`src/rtl/regfile_sequencer_pkg.sv`:
```
// -----------------------------------------------------------------------------
// regfile_sequencer_pkg
//   Shared definitions for the register-file sequencer: default datapath and
//   address widths, instruction field positions, ALU opcode values and the
//   sequencer FSM state encoding.
//
//   Instruction word layout (16 bits):
//     [15:13] reserved, must be 000
//     [12:9]  opcode
//     [8:6]   DR  destination register
//     [5:3]   SA  source A register
//     [2:0]   SB  source B register (or immediate for LDI)
// -----------------------------------------------------------------------------
package regfile_sequencer_pkg;

    localparam int DEF_WIDTH   = 16;
    localparam int DEF_AW      = 3;
    localparam int INS_W       = 16;

    localparam int RSV_MSB     = 15;
    localparam int RSV_LSB     = 13;
    localparam int OP_LSB      = 9;
    localparam int OP_W        = 4;
    localparam int DR_LSB      = 6;
    localparam int SA_LSB      = 3;
    localparam int SB_LSB      = 0;
    localparam int REG_FIELD_W = 3;

    localparam logic [OP_W-1:0] OP_MOVA = 4'd0;
    localparam logic [OP_W-1:0] OP_INC  = 4'd1;
    localparam logic [OP_W-1:0] OP_ADD  = 4'd2;
    localparam logic [OP_W-1:0] OP_SUB  = 4'd3;
    localparam logic [OP_W-1:0] OP_AND  = 4'd4;
    localparam logic [OP_W-1:0] OP_OR   = 4'd5;
    localparam logic [OP_W-1:0] OP_XOR  = 4'd6;
    localparam logic [OP_W-1:0] OP_NOT  = 4'd7;
    localparam logic [OP_W-1:0] OP_LDI  = 4'd8;
    localparam logic [OP_W-1:0] OP_MOVB = 4'd9;

    typedef enum logic [2:0] {
        ST_IDLE   = 3'd0,
        ST_DECODE = 3'd1,
        ST_READ   = 3'd2,
        ST_EXEC   = 3'd3,
        ST_WB     = 3'd4
    } seq_state_t;

    // Opcodes above MOVB are unassigned.
    function automatic logic op_legal(input logic [OP_W-1:0] op);
        return (op <= OP_MOVB);
    endfunction

endpackage

```
`src/rtl/regfile_sequencer_seq_alu.sv`:
```
// -----------------------------------------------------------------------------
// seq_alu
//   Combinational ALU for the register-file sequencer.
//   Ports:
//     op     : opcode (see regfile_sequencer_pkg)
//     a, b   : register operands
//     imm    : immediate field, zero-extended for LDI
//     result : ALU result
//     c, v   : carry out of the top bit / signed overflow (arithmetic only;
//              logic and move ops report 0)
// -----------------------------------------------------------------------------
module seq_alu
    import regfile_sequencer_pkg::*;
#(
    parameter int WIDTH = DEF_WIDTH,
    parameter int IMM_W = REG_FIELD_W
) (
    input  logic [OP_W-1:0]  op,
    input  logic [WIDTH-1:0] a,
    input  logic [WIDTH-1:0] b,
    input  logic [IMM_W-1:0] imm,
    output logic [WIDTH-1:0] result,
    output logic             c,
    output logic             v
);

    logic [WIDTH-1:0] a_op;
    logic [WIDTH-1:0] b_op;
    logic             cin;
    logic [WIDTH:0]   sum;

    // One shared adder: INC is A+0+1, SUB is A+~B+1.
    always_comb begin
        a_op = a;
        b_op = '0;
        cin  = 1'b0;
        case (op)
            OP_INC: cin = 1'b1;
            OP_ADD: b_op = b;
            OP_SUB: begin
                b_op = ~b;
                cin  = 1'b1;
            end
            default: ;
        endcase
        sum = {1'b0, a_op} + {1'b0, b_op} + {{WIDTH{1'b0}}, cin};
    end

    always_comb begin
        result = '0;
        c      = 1'b0;
        v      = 1'b0;
        case (op)
            OP_MOVA: result = a;
            OP_INC, OP_ADD, OP_SUB: begin
                result = sum[WIDTH-1:0];
                c      = sum[WIDTH];
                // Same-sign operands giving an opposite-sign result.
                v      = (a_op[WIDTH-1] == b_op[WIDTH-1]) &&
                         (sum[WIDTH-1] != a_op[WIDTH-1]);
            end
            OP_AND:  result = a & b;
            OP_OR:   result = a | b;
            OP_XOR:  result = a ^ b;
            OP_NOT:  result = ~a;
            OP_LDI:  result = {{(WIDTH-IMM_W){1'b0}}, imm};
            OP_MOVB: result = b;
            default: result = '0;
        endcase
    end

endmodule

```
`src/rtl/regfile_sequencer.sv`:
```
// -----------------------------------------------------------------------------
// regfile_sequencer
//   Initiator side of the register-file port. Accepts one register-register
//   instruction at a time and sequences IDLE -> DECODE -> READ -> EXEC -> WB.
//   Ports:
//     CLK, RESET          : clock, asynchronous active-high reset
//     INS, INS_VALID      : instruction word and its valid
//     INS_READY           : sequencer can accept an instruction
//     AA, BA              : register-file read addresses
//     AD, BD              : register-file read data (one-cycle latency)
//     DA, DD, RW          : register-file write address / data / enable
//     DONE, ILLEGAL       : retire pulse / reject pulse
//     Z, N, C, V          : flags from the last executed ALU op
//
//   Handshake: an instruction transfers on a rising edge where INS_VALID and
//   INS_READY are both high. INS_READY is high only in IDLE; the source must
//   hold INS stable while INS_VALID is high and not yet accepted.
// -----------------------------------------------------------------------------
module regfile_sequencer
    import regfile_sequencer_pkg::*;
#(
    parameter int WIDTH = DEF_WIDTH,
    parameter int AW    = DEF_AW
) (
    input  logic             CLK,
    input  logic             RESET,
    input  logic [INS_W-1:0] INS,
    input  logic             INS_VALID,
    output logic             INS_READY,
    output logic [AW-1:0]    AA,
    output logic [AW-1:0]    BA,
    output logic [AW-1:0]    DA,
    output logic [WIDTH-1:0] DD,
    output logic             RW,
    input  logic [WIDTH-1:0] AD,
    input  logic [WIDTH-1:0] BD,
    output logic             DONE,
    output logic             ILLEGAL,
    output logic             Z,
    output logic             N,
    output logic             C,
    output logic             V
);

    seq_state_t       state_q;
    seq_state_t       state_d;
    logic [INS_W-1:0] ins_q;
    logic [WIDTH-1:0] result_q;
    logic             z_q, n_q, c_q, v_q;

    logic [OP_W-1:0]        op;
    logic [AW-1:0]          dr, sa, sb;
    logic [REG_FIELD_W-1:0] imm;
    logic                   ins_illegal;
    logic [WIDTH-1:0]       alu_result;
    logic                   alu_c, alu_v;

    assign op  = ins_q[OP_LSB +: OP_W];
    assign dr  = AW'(ins_q[DR_LSB +: REG_FIELD_W]);
    assign sa  = AW'(ins_q[SA_LSB +: REG_FIELD_W]);
    assign sb  = AW'(ins_q[SB_LSB +: REG_FIELD_W]);
    assign imm = ins_q[SB_LSB +: REG_FIELD_W];

    assign ins_illegal = (ins_q[RSV_MSB:RSV_LSB] != '0) || !op_legal(op);

    seq_alu #(
        .WIDTH (WIDTH),
        .IMM_W (REG_FIELD_W)
    ) u_alu (
        .op     (op),
        .a      (AD),
        .b      (BD),
        .imm    (imm),
        .result (alu_result),
        .c      (alu_c),
        .v      (alu_v)
    );

    always_ff @(posedge CLK or posedge RESET) begin
        if (RESET) begin
            state_q  <= ST_IDLE;
            ins_q    <= '0;
            result_q <= '0;
            z_q      <= 1'b0;
            n_q      <= 1'b0;
            c_q      <= 1'b0;
            v_q      <= 1'b0;
        end else begin
            state_q <= state_d;
            if (state_q == ST_IDLE && INS_VALID) begin
                ins_q <= INS;
            end
            // AD/BD are valid here because AA/BA were held through READ.
            if (state_q == ST_EXEC) begin
                result_q <= alu_result;
                z_q      <= (alu_result == '0);
                n_q      <= alu_result[WIDTH-1];
                c_q      <= alu_c;
                v_q      <= alu_v;
            end
        end
    end

    // All port outputs are decoded from the registered state, so DA/DD are
    // stable for the whole WB cycle and RW cannot glitch high elsewhere.
    always_comb begin
        state_d   = state_q;
        INS_READY = 1'b0;
        AA        = '0;
        BA        = '0;
        DA        = '0;
        DD        = '0;
        RW        = 1'b0;
        DONE      = 1'b0;
        ILLEGAL   = 1'b0;
        case (state_q)
            ST_IDLE: begin
                INS_READY = 1'b1;
                if (INS_VALID) state_d = ST_DECODE;
            end
            ST_DECODE: begin
                AA = sa;
                BA = sb;
                if (ins_illegal) begin
                    ILLEGAL = 1'b1;
                    state_d = ST_IDLE;
                end else begin
                    state_d = ST_READ;
                end
            end
            ST_READ: begin
                AA      = sa;
                BA      = sb;
                state_d = ST_EXEC;
            end
            ST_EXEC: state_d = ST_WB;
            ST_WB: begin
                RW      = 1'b1;
                DA      = dr;
                DD      = result_q;
                DONE    = 1'b1;
                state_d = ST_IDLE;
            end
            default: state_d = ST_IDLE;
        endcase
    end

    assign Z = z_q;
    assign N = n_q;
    assign C = c_q;
    assign V = v_q;

endmodule

```
`config.mk`:
```
export PLATFORM = sky130hd
export DESIGN_NAME = regfile_sequencer
export DESIGN_NICKNAME = d
export VERILOG_FILES = /design/src/rtl/regfile_sequencer_pkg.sv /design/src/rtl/regfile_sequencer_seq_alu.sv /design/src/rtl/regfile_sequencer.sv
export SDC_FILE = /design/constraint.sdc
export NUM_CORES = 1
export LEC_CHECK = 0
export CAP_MARGIN = 0
export CORE_MARGIN = 2
export CORE_UTILIZATION = 38
export DETAILED_ROUTE_END_ITERATION = 8
export DONT_BUFFER_PORTS = 1
export PLACE_DENSITY = 0.61
export SYNTH_ARGS = -nofsm -noshare
export SYNTH_HDL_FRONTEND = slang
export SYNTH_HIERARCHICAL = 1
export SYNTH_SLANG_ARGS = --single-unit
```
`constraint.sdc`:
```
create_clock -name CLK -period 3.9 [get_ports CLK]
set_clock_uncertainty 0.2 [all_clocks]
set_input_delay 0.39 -clock CLK [delete_from_list [all_inputs] [get_ports CLK]]
set_output_delay 0.39 -clock CLK [all_outputs]
set_load 0.01 [all_outputs]
```
==> qor.json <==
{
  "worst_slew_pin_slew": {"value": 998.2, "unit": "ps"},
  "grtUsageTotal": {"value": 18.68, "unit": "%"},
  "finalWeightedCongestion": {"value": 0.8737},
  "edff_count_synth": {"value": 0},
  "cts_tree": {"value": "built"},
  "unrepaired_setup_endpoints_after_global_routing": {"value": "false"},
  "layout_commonest_cell": {"value": "ha_1"},
  "holdPathEnd": {"value": "ins_q[10]$_DFFE_PP0P_"},
  "grt_start_max_net_pins": {"value": 31},
  "peakVddDrop": {"value": 354.4, "unit": "µV"},
  "syn-mean-instance-area": {"value": 8.682, "unit": "µm²"},
  "cp.required": {"value": 3890, "unit": "ps"},
  "synth-compound-area-share": {"value": 20.20, "unit": "%"},
  "hold_viol": {"value": 0},
  "grt_first_pass_wirelength": {"value": 16.73, "unit": "mm"},
  "cap_violations": {"value": 0},
  "timing.hold.worst.class": {"value": "input pin to flop"},
  "synth-seq-area-share": {"value": 24.72, "unit": "%"},
  "synth.distinct_cells": {"value": 58},
  "rr_startpoint": {"value": "ins_q[10]$_DFFE_PP0P_"},
  "setup.worst_path.class": {"value": "flop to flop"},
  "synth-seq-cells": {"value": 38},
  "vias_cell": {"value": 5.486},
  "initial_core_util": {"value": 39.17, "unit": "%"},
  "run_status": {"value": "complete, no violations"},
  "drc": {"value": 0},
  "worst_r2r_endpoint": {"value": "Z$_DFFE_PP0P_"},
  "route.vias.total": {"value": 3220},
  "cts-root-buf": {"value": "clkbuf_8"},
  "portBuffers": {"value": 0},
  "initialDrtViolationCount": {"value": 119},
  "fp.dieH": {"value": 104.6, "unit": "µm"},
  "design.core.area": {"value": 9819, "unit": "µm²"},
  "finalMaxSlewViolations": {"value": 0},
  "place_worst_setup_slack": {"value": 67.87, "unit": "ps"},
  "clk-insertion-delay-late": {"value": 280, "unit": "ps"},
  "setup.worst_path.start_class": {"value": "flop"},
  "via_count_of_the_first_global_routing_pass": {"value": 3281},
  "antenna_cells": {"value": 0},
  "routed_wire_length_per_instance": {"value": 17.56, "unit": "µm"},
  "postRouteAntennaNets": {"value": 0},
  "cts_buffer_depth": {"value": 2},
  "detail_route.wirelength": {"value": 10.31, "unit": "mm"},
  "grt.overflow.total": {"value": 0},
  "design.portCount": {"value": 84},
  "cts-htree-levels": {"value": 2},
  "min_period": {"value": 3571, "unit": "ps"},
  "cellLeakagePower": {"value": 1.964, "unit": "nW"},
  "fin_crit_sh": {"value": 91.57, "unit": "%"},
  "synthAdderAreaFrac": {"value": 16.33, "unit": "%"},
  "die_ar": {"value": 10940, "unit": "µm²"},
  "area_growth": {"value": 9.369, "unit": "%"},
  "timing.final.ws_setup": {"value": 328.8, "unit": "ps"},
  "postSynthCellCount": {"value": 443},
  "syn_nets": {"value": 543},
  "worst_hold_path.num_cells": {"value": 1},
  "design_area": {"value": 4207, "unit": "µm²"},
  "total_cts_buffers": {"value": 5},
  "drive_gt1_share": {"value": 17.18, "unit": "%"},
  "power_density": {"value": 634.4, "unit": "nW/µm²"},
  "die_w": {"value": 104.6, "unit": "µm"},
  "synth_top_flop_cell": {"value": "dfrtp_1"},
  "clock-sinks": {"value": 38},
  "fin_nets": {"value": 553},
  "worst-endpoint-arrival": {"value": 3560, "unit": "ps"},
  "post-dp-hpwl": {"value": 8.092, "unit": "mm"},
  "final.setup.tns": {"value": 0, "unit": "ps"},
  "finalSetupViolations": {"value": 0},
  "ys_warn_count": {"value": 6},
  "initial_antenna_violation_count": {"value": 0},
  "placedInstanceArea": {"value": 4076, "unit": "µm²"},
  "drt_pre_antenna_iters": {"value": 4},
  "synth-simple-area-share": {"value": 17.73, "unit": "%"},
  "worstHoldStart": {"value": "INS[10]"},
  "highest_count_cells_in_the_layout_ignoring_fill_and_taps": {"value": "ha_1, dfrtp_1, nand2_1, inv_1, nor2_1"},
  "ff2ff_setup_slack": {"value": 330, "unit": "ps"},
  "fmaxAchievable": {"value": 280.0, "unit": "MHz"},
  "post_cts_buffers": {"value": 0},
  "synth_xor_area_share": {"value": 2.960, "unit": "%"},
  "synth.mux.area_fraction": {"value": 11.71, "unit": "%"},
  "largest_fanout_on_the_critical_path": {"value": 6},
  "async_flop_share": {"value": 100.0, "unit": "%"},
  "max_slew_margin": {"value": 33.25, "unit": "%"},
  "synth_top_family_by_area": {"value": "compound AO/OA/AOI/OAI gates"},
  "post_synth_instance_area": {"value": 3846, "unit": "µm²"},
  "worst_setup_hold_path_clk_slew": {"value": 70, "unit": "ps"},
  "critPathCaptureType": {"value": "flop"},
  "floorplan.rows": {"value": 36},
  "reg2reg_depth": {"value": 15}
}
[final cells by class]
cell class              instances  area (µm²)
clock buffers                   7       86.33
clock inverters                 1       5.005
fillers                      1022        5613
inverters                      37       138.9
multi-input cells             349        2690
flip-flops and latches         38       952.2
well taps                     133       166.4
repair buffers                 22       167.7
[logic make-up after synthesis]
kind of cell,count (synthesis)
flops,38
buf+inv,56
mux,37
simple gates,134
compound gates,116
xor+xnor,13
fa+ha+maj,49
[layer usage]
metal | wire [µm] | global-route usage (%)
met3 | 601 | 3.244
met4 | 74 | 4.952
met2 | 4865 | 30.86
met5 | 0 | 0
met1 | 4766 | 25.25
[synth_stat cells (all sizes together) (2+ instances only)]
| cell | count | area share, % |
|---|---|---|
| o2111ai | 7 | 1.6 |
| ha | 47 | 15 |
| nor3 | 4 | 0.65 |
| dfrtp | 38 | 25 |
| xor2 | 2 | 0.46 |
| buf | 8 | 1.7 |
| nor4 | 5 | 0.98 |
| o21bai | 2 | 0.39 |
| nor2b | 2 | 0.33 |
| a211oi | 4 | 0.78 |
| fa | 2 | 1.0 |
| or2b | 2 | 0.42 |
| nand3 | 6 | 0.78 |
| nand3b | 3 | 0.59 |
| a21oi | 23 | 3.0 |
| and2 | 30 | 4.9 |
| a221oi | 15 | 3.4 |
| a21o | 6 | 1.2 |
| inv | 37 | 3.6 |
| xnor2 | 11 | 2.5 |
| clkbuf | 11 | 1.1 |
| a22oi | 3 | 0.59 |
| nand2 | 37 | 3.6 |
| o21a | 5 | 0.98 |
| nand4 | 2 | 0.33 |
| o211ai | 7 | 1.4 |
| mux2i | 3 | 0.78 |
| o22ai | 2 | 0.33 |
| nor3b | 2 | 0.52 |
| o21ai | 31 | 4.0 |
| mux2 | 34 | 11 |
| nor2 | 35 | 3.4 |
| and3 | 2 | 0.33 |
[report_power, final]
group          internal, mW  switching (mW)
sequential            0.586           0.153
clock                 0.143           0.132
combinational         0.751           0.905
[worst max-delay path by stage]
stage | startpoint | slack [ps] | to | depth (start not counted)
final | ins_q[10]$_DFFE_PP0P_ | 330 | Z$_DFFE_PP0P_ | 15
after global routing | ins_q[11]$_DFFE_PP0P_ | 10 | Z$_DFFE_PP0P_ | 15
after CTS | ins_q[12]$_DFFE_PP0P_ | 50 | Z$_DFFE_PP0P_ | 15
after detailed placement | ins_q[12]$_DFFE_PP0P_ | 70 | Z$_DFFE_PP0P_ | 15
after global placement | ins_q[11]$_DFFE_PP0P_ | 100 | Z$_DFFE_PP0P_ | 15
after floorplan | ins_q[9]$_DFFE_PP0P_ | 90 | C$_DFFE_PP0P_ | 14
[worst max-delay path: stages, from the launching register on]
cell and delay [ps]:
dfrtp_1 460, nand2_1 120, nor2_2 70, nand2_1 70, o21ai_0 110, fa_2 410, fa_1 440, a21oi_1 220
o21ai_1 110, a21oi_2 200, o21ai_2 140, xnor2_1 160, o211ai_1 160, nor4_1 330, nand4_1 120, o21ai_0 150
[per-stage QoR]
stage | instances | total power, mW | hold WS, ps | utilization [%]
after floorplan | 443 | 1.888 | 270.4 | -
after global placement | 578 | 2.331 | 51.16 | 41.51
after detailed placement | 578 | 2.363 | 62.89 | 41.51
after CTS | 587 | 2.652 | 35.88 | 42.55
after global routing | 587 | 2.880 | 31.63 | 42.84
final | 587 | 2.669 | 47.10 | 42.84
[registers in the layout, summed over array words and instances, names as in the netlist]
name	flops
C	1
V	1
Z	1
ins_q	16
result_q	16
state_q	3
[timing repair]
item | CTS | global route
hold buffers | 1 | 0
endpoints found under the hold margin | 8 | 0
gates resized for setup | 0 | 9
endpoints found under the setup margin | 0 | 3
Note: power is estimated with default switching activity, not from simulation.
